===== src/rtl/program_loader_pkg.sv =====
// program_loader_pkg -- shared types and constants for the program loader.
//   state_t       : loader FSM states (CHK exists only with PROGRAM_LOADER_CKSUM_EN)
//   IADDR_STRIDE  : byte stride between instruction words
//   DADDR_STRIDE  : byte stride between data dwords
//   CNT_W         : width of the phase word counters
// Optional feature macro: PROGRAM_LOADER_CKSUM_EN (adds the trailing XOR check word).
package program_loader_pkg;

   typedef enum logic [3:0] {
      IDLE   = 4'd0,
      I_HDR  = 4'd1,
      I_LOAD = 4'd2,
      D_HDR  = 4'd3,
      D_LO   = 4'd4,
      D_HI   = 4'd5,
`ifdef PROGRAM_LOADER_CKSUM_EN
      CHK    = 4'd6,
`endif
      RUN    = 4'd7,
      ERR    = 4'd8
   } state_t;

   localparam int unsigned IADDR_STRIDE = 4;
   localparam int unsigned DADDR_STRIDE = 8;
   localparam int          CNT_W        = 32;

endpackage


===== src/rtl/program_loader_word.sv =====
// loader_word_counter -- per-phase word counter for the program loader.
//   clk, arst   : clock, asynchronous active-high reset
//   i_load      : capture i_limit and clear the count
//   i_limit     : number of words in the phase (header value)
//   i_inc       : one word of the phase was accepted this cycle
//   o_count     : index of the next word of the phase
//   o_done      : the word being counted now is the last of the phase
// 32-bit count and limit; the limit is range-checked before loading, so the
// count never wraps.
module loader_word_counter
   import program_loader_pkg::*;
(
   input  logic             clk,
   input  logic             arst,
   input  logic             i_load,
   input  logic [CNT_W-1:0] i_limit,
   input  logic             i_inc,
   output logic [CNT_W-1:0] o_count,
   output logic             o_done
);

   logic [CNT_W-1:0] r_count;
   logic [CNT_W-1:0] r_limit;

   always_ff @(posedge clk or posedge arst) begin
      if (arst) begin
         r_count <= '0;
         r_limit <= '0;
      end else if (i_load) begin
         r_count <= '0;
         r_limit <= i_limit;
      end else if (i_inc) begin
         r_count <= r_count + 1'b1;
      end
   end

   assign o_count = r_count;
   // Phase ends on the increment that brings the count up to the limit.
   assign o_done  = i_inc && ((r_count + 1'b1) == r_limit);

endmodule


===== src/rtl/program_loader.sv =====
// program_loader -- streams a program image into instruction and data memories,
// then enables the CPU.
//   clk, arst                          : clock, asynchronous active-high reset
//   start                              : one-cycle pulse, begins a load from IDLE
//   s_valid, s_data, s_ready           : upstream 32-bit image stream
//   addr_ext, wen_ext, ren_ext,
//   wdata_ext                          : instruction memory write port (32-bit words)
//   addr_ext_2, wen_ext_2, ren_ext_2,
//   wdata_ext_2                        : data memory write port (64-bit dwords)
//   cpu_enable, busy, error            : run enable and status
// Image: NI, NI instr words, ND, ND dwords (low word first, then high).
// Optional macro PROGRAM_LOADER_CKSUM_EN appends one word equal to the XOR of
// every preceding word; a mismatch sends the loader to ERR.
module program_loader
   import program_loader_pkg::*;
#(
   parameter int IMEM_WORDS = 512,
   parameter int DMEM_WORDS = 1024
) (
   input  logic        clk,
   input  logic        arst,
   input  logic        start,
   input  logic        s_valid,
   input  logic [31:0] s_data,
   output logic        s_ready,
   output logic [63:0] addr_ext,
   output logic        wen_ext,
   output logic        ren_ext,
   output logic [31:0] wdata_ext,
   output logic [63:0] addr_ext_2,
   output logic        wen_ext_2,
   output logic        ren_ext_2,
   output logic [63:0] wdata_ext_2,
   output logic        cpu_enable,
   output logic        busy,
   output logic        error
);

`ifdef PROGRAM_LOADER_CKSUM_EN
   localparam state_t POST = CHK;
`else
   localparam state_t POST = RUN;
`endif

   state_t             r_state, w_next;
   logic               w_acc;
   logic [CNT_W-1:0]   w_icnt, w_dcnt;
   logic               w_idone, w_ddone;
   logic               r_wen, r_wen2;
   logic [63:0]        r_addr, r_addr2, r_wdata2;
   logic [31:0]        r_wdata, r_lo;
`ifdef PROGRAM_LOADER_CKSUM_EN
   logic [31:0]        r_xor;
`endif

   assign w_acc = s_valid && s_ready;

   loader_word_counter u_icnt (
      .clk     (clk),
      .arst    (arst),
      .i_load  (w_acc && (r_state == I_HDR)),
      .i_limit (s_data),
      .i_inc   (w_acc && (r_state == I_LOAD)),
      .o_count (w_icnt),
      .o_done  (w_idone)
   );

   loader_word_counter u_dcnt (
      .clk     (clk),
      .arst    (arst),
      .i_load  (w_acc && (r_state == D_HDR)),
      .i_limit (s_data),
      .i_inc   (w_acc && (r_state == D_HI)),
      .o_count (w_dcnt),
      .o_done  (w_ddone)
   );

   always_ff @(posedge clk or posedge arst) begin
      if (arst) r_state <= IDLE;
      else      r_state <= w_next;
   end

   always_comb begin
      w_next     = r_state;
      s_ready    = 1'b0;
      busy       = 1'b1;
      cpu_enable = 1'b0;
      error      = 1'b0;
      case (r_state)
         IDLE: begin
            busy = 1'b0;
            if (start) w_next = I_HDR;
         end
         I_HDR: begin
            s_ready = 1'b1;
            if (w_acc) begin
               if (s_data > 32'(IMEM_WORDS)) w_next = ERR;
               else if (s_data == '0)        w_next = D_HDR;
               else                          w_next = I_LOAD;
            end
         end
         I_LOAD: begin
            s_ready = 1'b1;
            if (w_idone) w_next = D_HDR;
         end
         D_HDR: begin
            s_ready = 1'b1;
            if (w_acc) begin
               if (s_data > 32'(DMEM_WORDS)) w_next = ERR;
               else if (s_data == '0)        w_next = POST;
               else                          w_next = D_LO;
            end
         end
         D_LO: begin
            s_ready = 1'b1;
            if (w_acc) w_next = D_HI;
         end
         D_HI: begin
            s_ready = 1'b1;
            if (w_acc) w_next = w_ddone ? POST : D_LO;
         end
`ifdef PROGRAM_LOADER_CKSUM_EN
         CHK: begin
            s_ready = 1'b1;
            if (w_acc) w_next = (s_data == r_xor) ? RUN : ERR;
         end
`endif
         RUN: begin
            busy       = 1'b0;
            cpu_enable = 1'b1;
         end
         ERR: begin
            busy  = 1'b0;
            error = 1'b1;
         end
         default: begin
            busy   = 1'b0;
            w_next = IDLE;
         end
      endcase
   end

   // Write ports are registered: the write appears the cycle after the beat
   // is accepted, and address/data fall back to zero when not writing.
   always_ff @(posedge clk or posedge arst) begin
      if (arst) begin
         r_wen    <= 1'b0;
         r_addr   <= '0;
         r_wdata  <= '0;
         r_wen2   <= 1'b0;
         r_addr2  <= '0;
         r_wdata2 <= '0;
         r_lo     <= '0;
      end else begin
         r_wen    <= 1'b0;
         r_addr   <= '0;
         r_wdata  <= '0;
         r_wen2   <= 1'b0;
         r_addr2  <= '0;
         r_wdata2 <= '0;
         if (w_acc && (r_state == I_LOAD)) begin
            r_wen   <= 1'b1;
            r_addr  <= 64'(w_icnt) * 64'(IADDR_STRIDE);
            r_wdata <= s_data;
         end
         if (w_acc && (r_state == D_LO)) r_lo <= s_data;
         if (w_acc && (r_state == D_HI)) begin
            r_wen2   <= 1'b1;
            r_addr2  <= 64'(w_dcnt) * 64'(DADDR_STRIDE);
            r_wdata2 <= {s_data, r_lo};
         end
      end
   end

`ifdef PROGRAM_LOADER_CKSUM_EN
   // Running XOR of every accepted word before the check word itself.
   always_ff @(posedge clk or posedge arst) begin
      if (arst)                        r_xor <= '0;
      else if (r_state == IDLE)        r_xor <= '0;
      else if (w_acc && r_state != CHK) r_xor <= r_xor ^ s_data;
   end
`endif

   assign wen_ext     = r_wen;
   assign addr_ext    = r_addr;
   assign wdata_ext   = r_wdata;
   assign ren_ext     = 1'b0;
   assign wen_ext_2   = r_wen2;
   assign addr_ext_2  = r_addr2;
   assign wdata_ext_2 = r_wdata2;
   assign ren_ext_2   = 1'b0;

endmodule


===== config.mk =====
export PLATFORM = sky130hd
export DESIGN_NAME = program_loader
export DESIGN_NICKNAME = d
export VERILOG_FILES = /design/src/rtl/program_loader_pkg.sv /design/src/rtl/program_loader_word.sv /design/src/rtl/program_loader.sv
export SDC_FILE = /design/constraint.sdc
export NUM_CORES = 1
export LEC_CHECK = 0
export BUFFER_PORTS_ARGS = -buffer_cell sky130_fd_sc_hd__buf_4
export CAP_MARGIN = 0
export CORE_AREA = 2 2 191 193
export CTS_BUF_LIST = sky130_fd_sc_hd__clkbuf_2 sky130_fd_sc_hd__clkbuf_4 sky130_fd_sc_hd__clkbuf_8
export CTS_CLUSTER_SIZE = 12
export DETAILED_ROUTE_END_ITERATION = 6
export DIE_AREA = 0 0 193 195
export PLACE_DENSITY = 0.73
export SLEW_MARGIN = 15
export SYNTH_ARGS = -nofsm -noshare
export SYNTH_HDL_FRONTEND = slang
export SYNTH_SLANG_ARGS = --single-unit

===== constraint.sdc =====
create_clock -name clk -period 10.9 [get_ports clk]
set_clock_uncertainty 0.15 [all_clocks]
set_input_delay 0.545 -clock clk [delete_from_list [all_inputs] [get_ports clk]]
set_output_delay 0.545 -clock clk [all_outputs]
set_load 0.01 [all_outputs]

==> After elaboration in Yosys (flattened, before gate mapping) <==
Cells that the tools add are included.
{ "classes": {"n_bitwise": 1, "add_sub_neg": 2, "n_eq_ne": 15, "n_reduce_logical": 15, "n_lt_le_gt_ge": 2, "n_mux": 25} }
{ "ops": {"columns": ["cell", "count"], "rows": [
  ["$mux 32", 5],
  ["$add 32x1->32 const B", 2],
  ["$eq 32x32->1", 2],
  ["$mux 64", 1],
  ["$mux 35", 1],
  ["$mux 34", 1],
  ["$gt 32x10->1 const B", 1],
  ["$gt 32x11->1 const B", 1],
  ["$logic_not 32->1", 1],
  ["$mux 4", 8],
  ["$pmux 4 s7", 1],
  ["$eq 4x3->1 const B", 3],
  ["$ne 2x2->1 const B", 5],
  ["$eq 4x2->1 const B", 2],
  ["$logic_and 1x1->1", 8],
  ["$reduce_and 7->1", 1],
  ["$mux 1", 6],
  ["$reduce_or 5->1", 1],
  ["$eq 4x1->1 const B", 1],
  ["$eq 4x4->1 const B", 1],
  ["$logic_not 4->1", 1],
  ["$mux 2", 2],
  ["$reduce_bool 2->1", 2],
  ["$ne 2x1->1 const B", 1],
  ["other kinds (2)", 2]
]} }
{ "totals": {"out_inout_bits": 232, "wordCells": 72, "register_bits": 390, "inputBits": 36} }

==> Logic depth before layout (Yosys ltp) <==
{ "logic_depth": {"ltp_word": 9, "mapped_depth": 11, "depth_no_buf": 9} }

==> Hierarchy <==
Synthesis repeated with hierarchy kept, for this count alone.
{ "hier_totals": {"hier_cells": 1286, "area_unflattened_um2": 14819.2} }
{ "by_module_without_submodules": {"columns": ["module", "area_each_um2", "seq_area_each_um2", "cells_each", "instances"], "rows": [
  ["program_loader", 7437.1, 4954.8, 548, 1],
  ["loader_word_counter", 3691.0, 1601.5, 369, 2]
]} }

==> Worst setup path before layout <==
Ideal clock, no wire load.
{ "synth_path": {"path_kind": "flip-flop to flip-flop", "startpoint": "register u_icnt.r_count[0] (netlist: u_icnt.o_count[0])", "endpoint": "register r_state[1]", "path_stages_with_launch": 12, "arrival_time_ns": 2.745, "synth_period_minus_slack_ns": 2.974, "path_slack_ns": 7.926, "cell_sequence": "dfrtp_1 -> ha_1 -> buf_2 -> nand3_1 -> or4_1 -> buf_2 -> nor4_4 -> xnor2_1 -> a211oi_1 -> nand4_1 -> o31ai_2 -> mux2i_1"} }
{ "synth_via": {"elab_chain_cells": 5} }
{ "synth_rtl": {"columns": ["item", "line", "rtl"], "rows": [
  ["start, declared", "program_loader_word.sv:22", "logic [CNT_W-1:0] r_count;"],
  ["start signal, assigned", "program_loader_word.sv:33", "r_count <= r_count + 1'b1;"],
  ["$add 32x1->32", "program_loader_word.sv:39", "assign o_done = i_inc && ((r_count + 1'b1) == r_limit);"],
  ["$eq 32x32->1", "program_loader_word.sv:39", null],
  ["$logic_and 1x1->1", "program_loader_word.sv:39", null],
  ["$ne 2x1->1 (no line)", null, null],
  ["$reduce_and 7->1 (no line)", null, null],
  ["end signal, assigned", "program_loader.sv:80", "else r_state <= w_next;"],
  ["end, declared", "program_loader.sv:45", "state_t r_state, w_next;"]
]} }
No other way between the ends.
A chain may end at the register's enable or synchronous reset.

==> Worst setup path after layout <==
Same ends and word-level chain as after synthesis.

==> reports/metrics.cfg <==
[cells_and_area]
nets = 1582
stdcell_count = 2043
final_cell_mix = dfrtp_1 (326), buf_4 (210), and2_1 (159), o21ai_0 (103), mux2_2 (95)
fill_cells = 3197
drive_gt1_frac = 0.275
mostFrequentLayoutCell = dfrtp_1
area_growth_pct = 18.3

[setup_path]
path_delay_family = simple AND/OR/NAND/NOR gates
cp_cell_sequence = ha_1, nand3_1, or4_1, nor3_4, xnor2_1, a2111oi_0, nand4_1, o31ai_2, mux2i_1
arrival_ps = 3950
r2r_slack_ps = 7310
crit_buf_inv = 0
cp_max_fo = 7
endpoint_kind = flip-flop
cp-start-kind = flip-flop
cp.required_ps = 11270
crit_path_max_incr_delay_ps = 740
cp_slowest_cell = or4_1
path_class = flip-flop to flip-flop

[cts]
clk_pin_slew_ps = 70
cts_tree = built
cts_max_level = 2
clk_latency_ps = 590
cts_max_path_buffers = 3
cts_sinks = 326
cts_buffers = 53
root_buffer = clkbuf_8
cts.repair.resized = 0
holdBufCountCts = 1
cts_setup_buffers = 0

[placed_design]
dp_hpwl_mm = 25.9
place_inst = 1949
place.gp.congestion = 0.954
port_buffers = 201

[sta]
setup_tns_ps = 0
layout_min_cycle_time_ps = 3590
relSlewSlack = 0.215
hold-worst-slack_ps = 94.8
finalMaxSlewViolations = 0
worst_pin_slew_ps = 1170
setup_viol = 0
rsz0062_at_grt = false
period_share = 0.329
max_freq_ghz = 0.279
hold_viol_final = 0

[floorplanning]
dieArea_um2 = 37600
core_area_um2 = 35400
die_y_um = 195
fp.dieW_um = 193
core.rowCount = 69
start_util = 0.425
ios = 268

[power]
seqPwrFrac = 0.469
p_clk_frac = 0.407
netSwitchingPower_uw = 737
powerDensity_nw_per_um2 = 160
peakVddDrop_mv = 0.102
combPwrFrac = 0.124
intPower_mw = 2.12
p_sw_frac = 0.258
power_leakage_nw = 8.58

[logic_synthesis]
synth_edf_count = 0
yosysUniqueCellTypes = 78
async_flop_share = 1.00
yosysSeqAreaShare = 0.542
synth_top_flop_cell = dfrtp_1
syn_inst = 1363
ys_warn_count = 0
syn_avg_cell_area_um2 = 11.0
netlist_area_um2 = 15100
synth_seq_cells = 326

[global_routing]
grt_pass1_vias = 10800
grt-ovfl-total = 0
grt_use_total = 0.207
grt_max_degree = 110
grt_pass1_wl_mm = 61.2
antenna_found_initial = 3

[route]
drtIter0Drc = 821
wl_per_cell_um = 19.0
wl_mm = 38.8
vias = 10800
drc = 0
avgViaCountPerCell = 5.30
postRouteAntennaNets = 0
first_pass_iters = 7

[min_path]
hold_class = input port to flip-flop

[outcome]
status = completed

[job]
max_cap_viol_count = 0

==> per-layer routing <==
metal,part of all wire,global-route usage
met4,0.027,0.0609
met3,0.082,0.0471
met2,0.46,0.328
met5,0.00059,0
met1,0.43,0.285
==> registers in the layout (all words and copies together), names as in the netlist <==
signal and cells:
u_icnt.r_limit 32, addr_ext 32, wdata_ext_2 64, wdata_ext 32, addr_ext_2 32, r_lo 32
u_dcnt.r_limit 32, r_state 4, wen_ext_2 1, wen_ext 1, u_icnt.o_count 32, u_dcnt.o_count 32
==> area by class of cell <==
cell class / instances / area [um2] / share of cell area
clock inverters: 13 / 175 / 0.00983
diodes: 1 / 2.50 / 0.000140
repair buffers: 212 / 1600 / 0.0897
clock buffers: 79 / 1000 / 0.0561
flip-flops and latches: 326 / 8160 / 0.458
well taps: 461 / 577 / 0.0324
multi-input cells: 938 / 6240 / 0.351
inverters: 13 / 56.3 / 0.00316
==> stage by stage <==
stage	power [mW]	cell area [um2]	worst slack, ps	utilization
6_report	2.86	17800	7310	0.503
3_5_place_dp	1.71	16600	7400	0.469
4_1_cts	2.89	17800	7380	0.503
3_3_place_gp	1.70	16600	7540	0.469
2_1_floorplan	1.62	15300	1180	-
5_1_grt	2.99	17800	6880	0.503
==> cells by family after synthesis <==
logic type | Yosys count | synth area share
xor gates and xnor gates | 96 | 0.0568
adders and majority gates | 3 | 0.00233
buffers and inverters | 164 | 0.0612
muxes | 98 | 0.0730
and+or+nand+nor | 470 | 0.182
AOI/OAI and AO/OA | 205 | 0.0822
DFF | 326 | 0.542
other | 1 | 0.000249
==> Yosys cell counts, types with 7 or more instances <==
library cell  number  share of area
nor2_1            65          0.016
and2_1           159          0.066
xnor2_1           66          0.038
or3_1              8         0.0033
nand4_1           28          0.012
nor4_1            13         0.0054
nand3_1           42          0.014
inv_1             13         0.0032
nand2_1           64          0.016
nor3_1            16         0.0053
a21oi_1           30          0.010
o22ai_1            7         0.0029
dfrtp_1          326           0.54
buf_2             13         0.0043
mux2_2            95          0.071
buf_4             69          0.034
o21ai_0          103          0.034
o31ai_1           20          0.010
and3_1            13         0.0054
xor2_1            29          0.017
and4_1            10         0.0058
clkbuf_1          63          0.016
==> power by group through the flow <==
stage          registers [mW]  logic [mW]  clock network (mW)
2_1_floorplan            1.33       0.283                   0
3_3_place_gp             1.36       0.344                   0
3_5_place_dp             1.36       0.350                   0
4_1_cts                  1.34       0.352                1.19
5_1_grt                  1.35       0.387                1.25
6_report                 1.34       0.353                1.16
==> worst paths after layout <==
check / startpoint / end / cells after the start
min in group asynchronous: arst / u_dcnt.o_count[22]$_DFFE_PP0P_ / 3
worst min register to register: r_lo[24]$_DFFE_PP0P_ / wdata_ext_2[24]$_DFF_PP0_ / 1
worst max-delay path: u_icnt.o_count[0]$_DFFE_PP0P_ / r_state[1]$_DFFE_PP0P_ / 9
worst max register to register: u_icnt.o_count[0]$_DFFE_PP0P_ / r_state[1]$_DFFE_PP0P_ / 9
max in group asynchronous: arst / addr_ext[24]$_DFF_PP0_ / 4
worst min-delay path: s_data[9] / u_icnt.r_limit[9]$_DFFE_PP0P_ / 2
No activity file was read; power rests on OpenSTA's default activity.
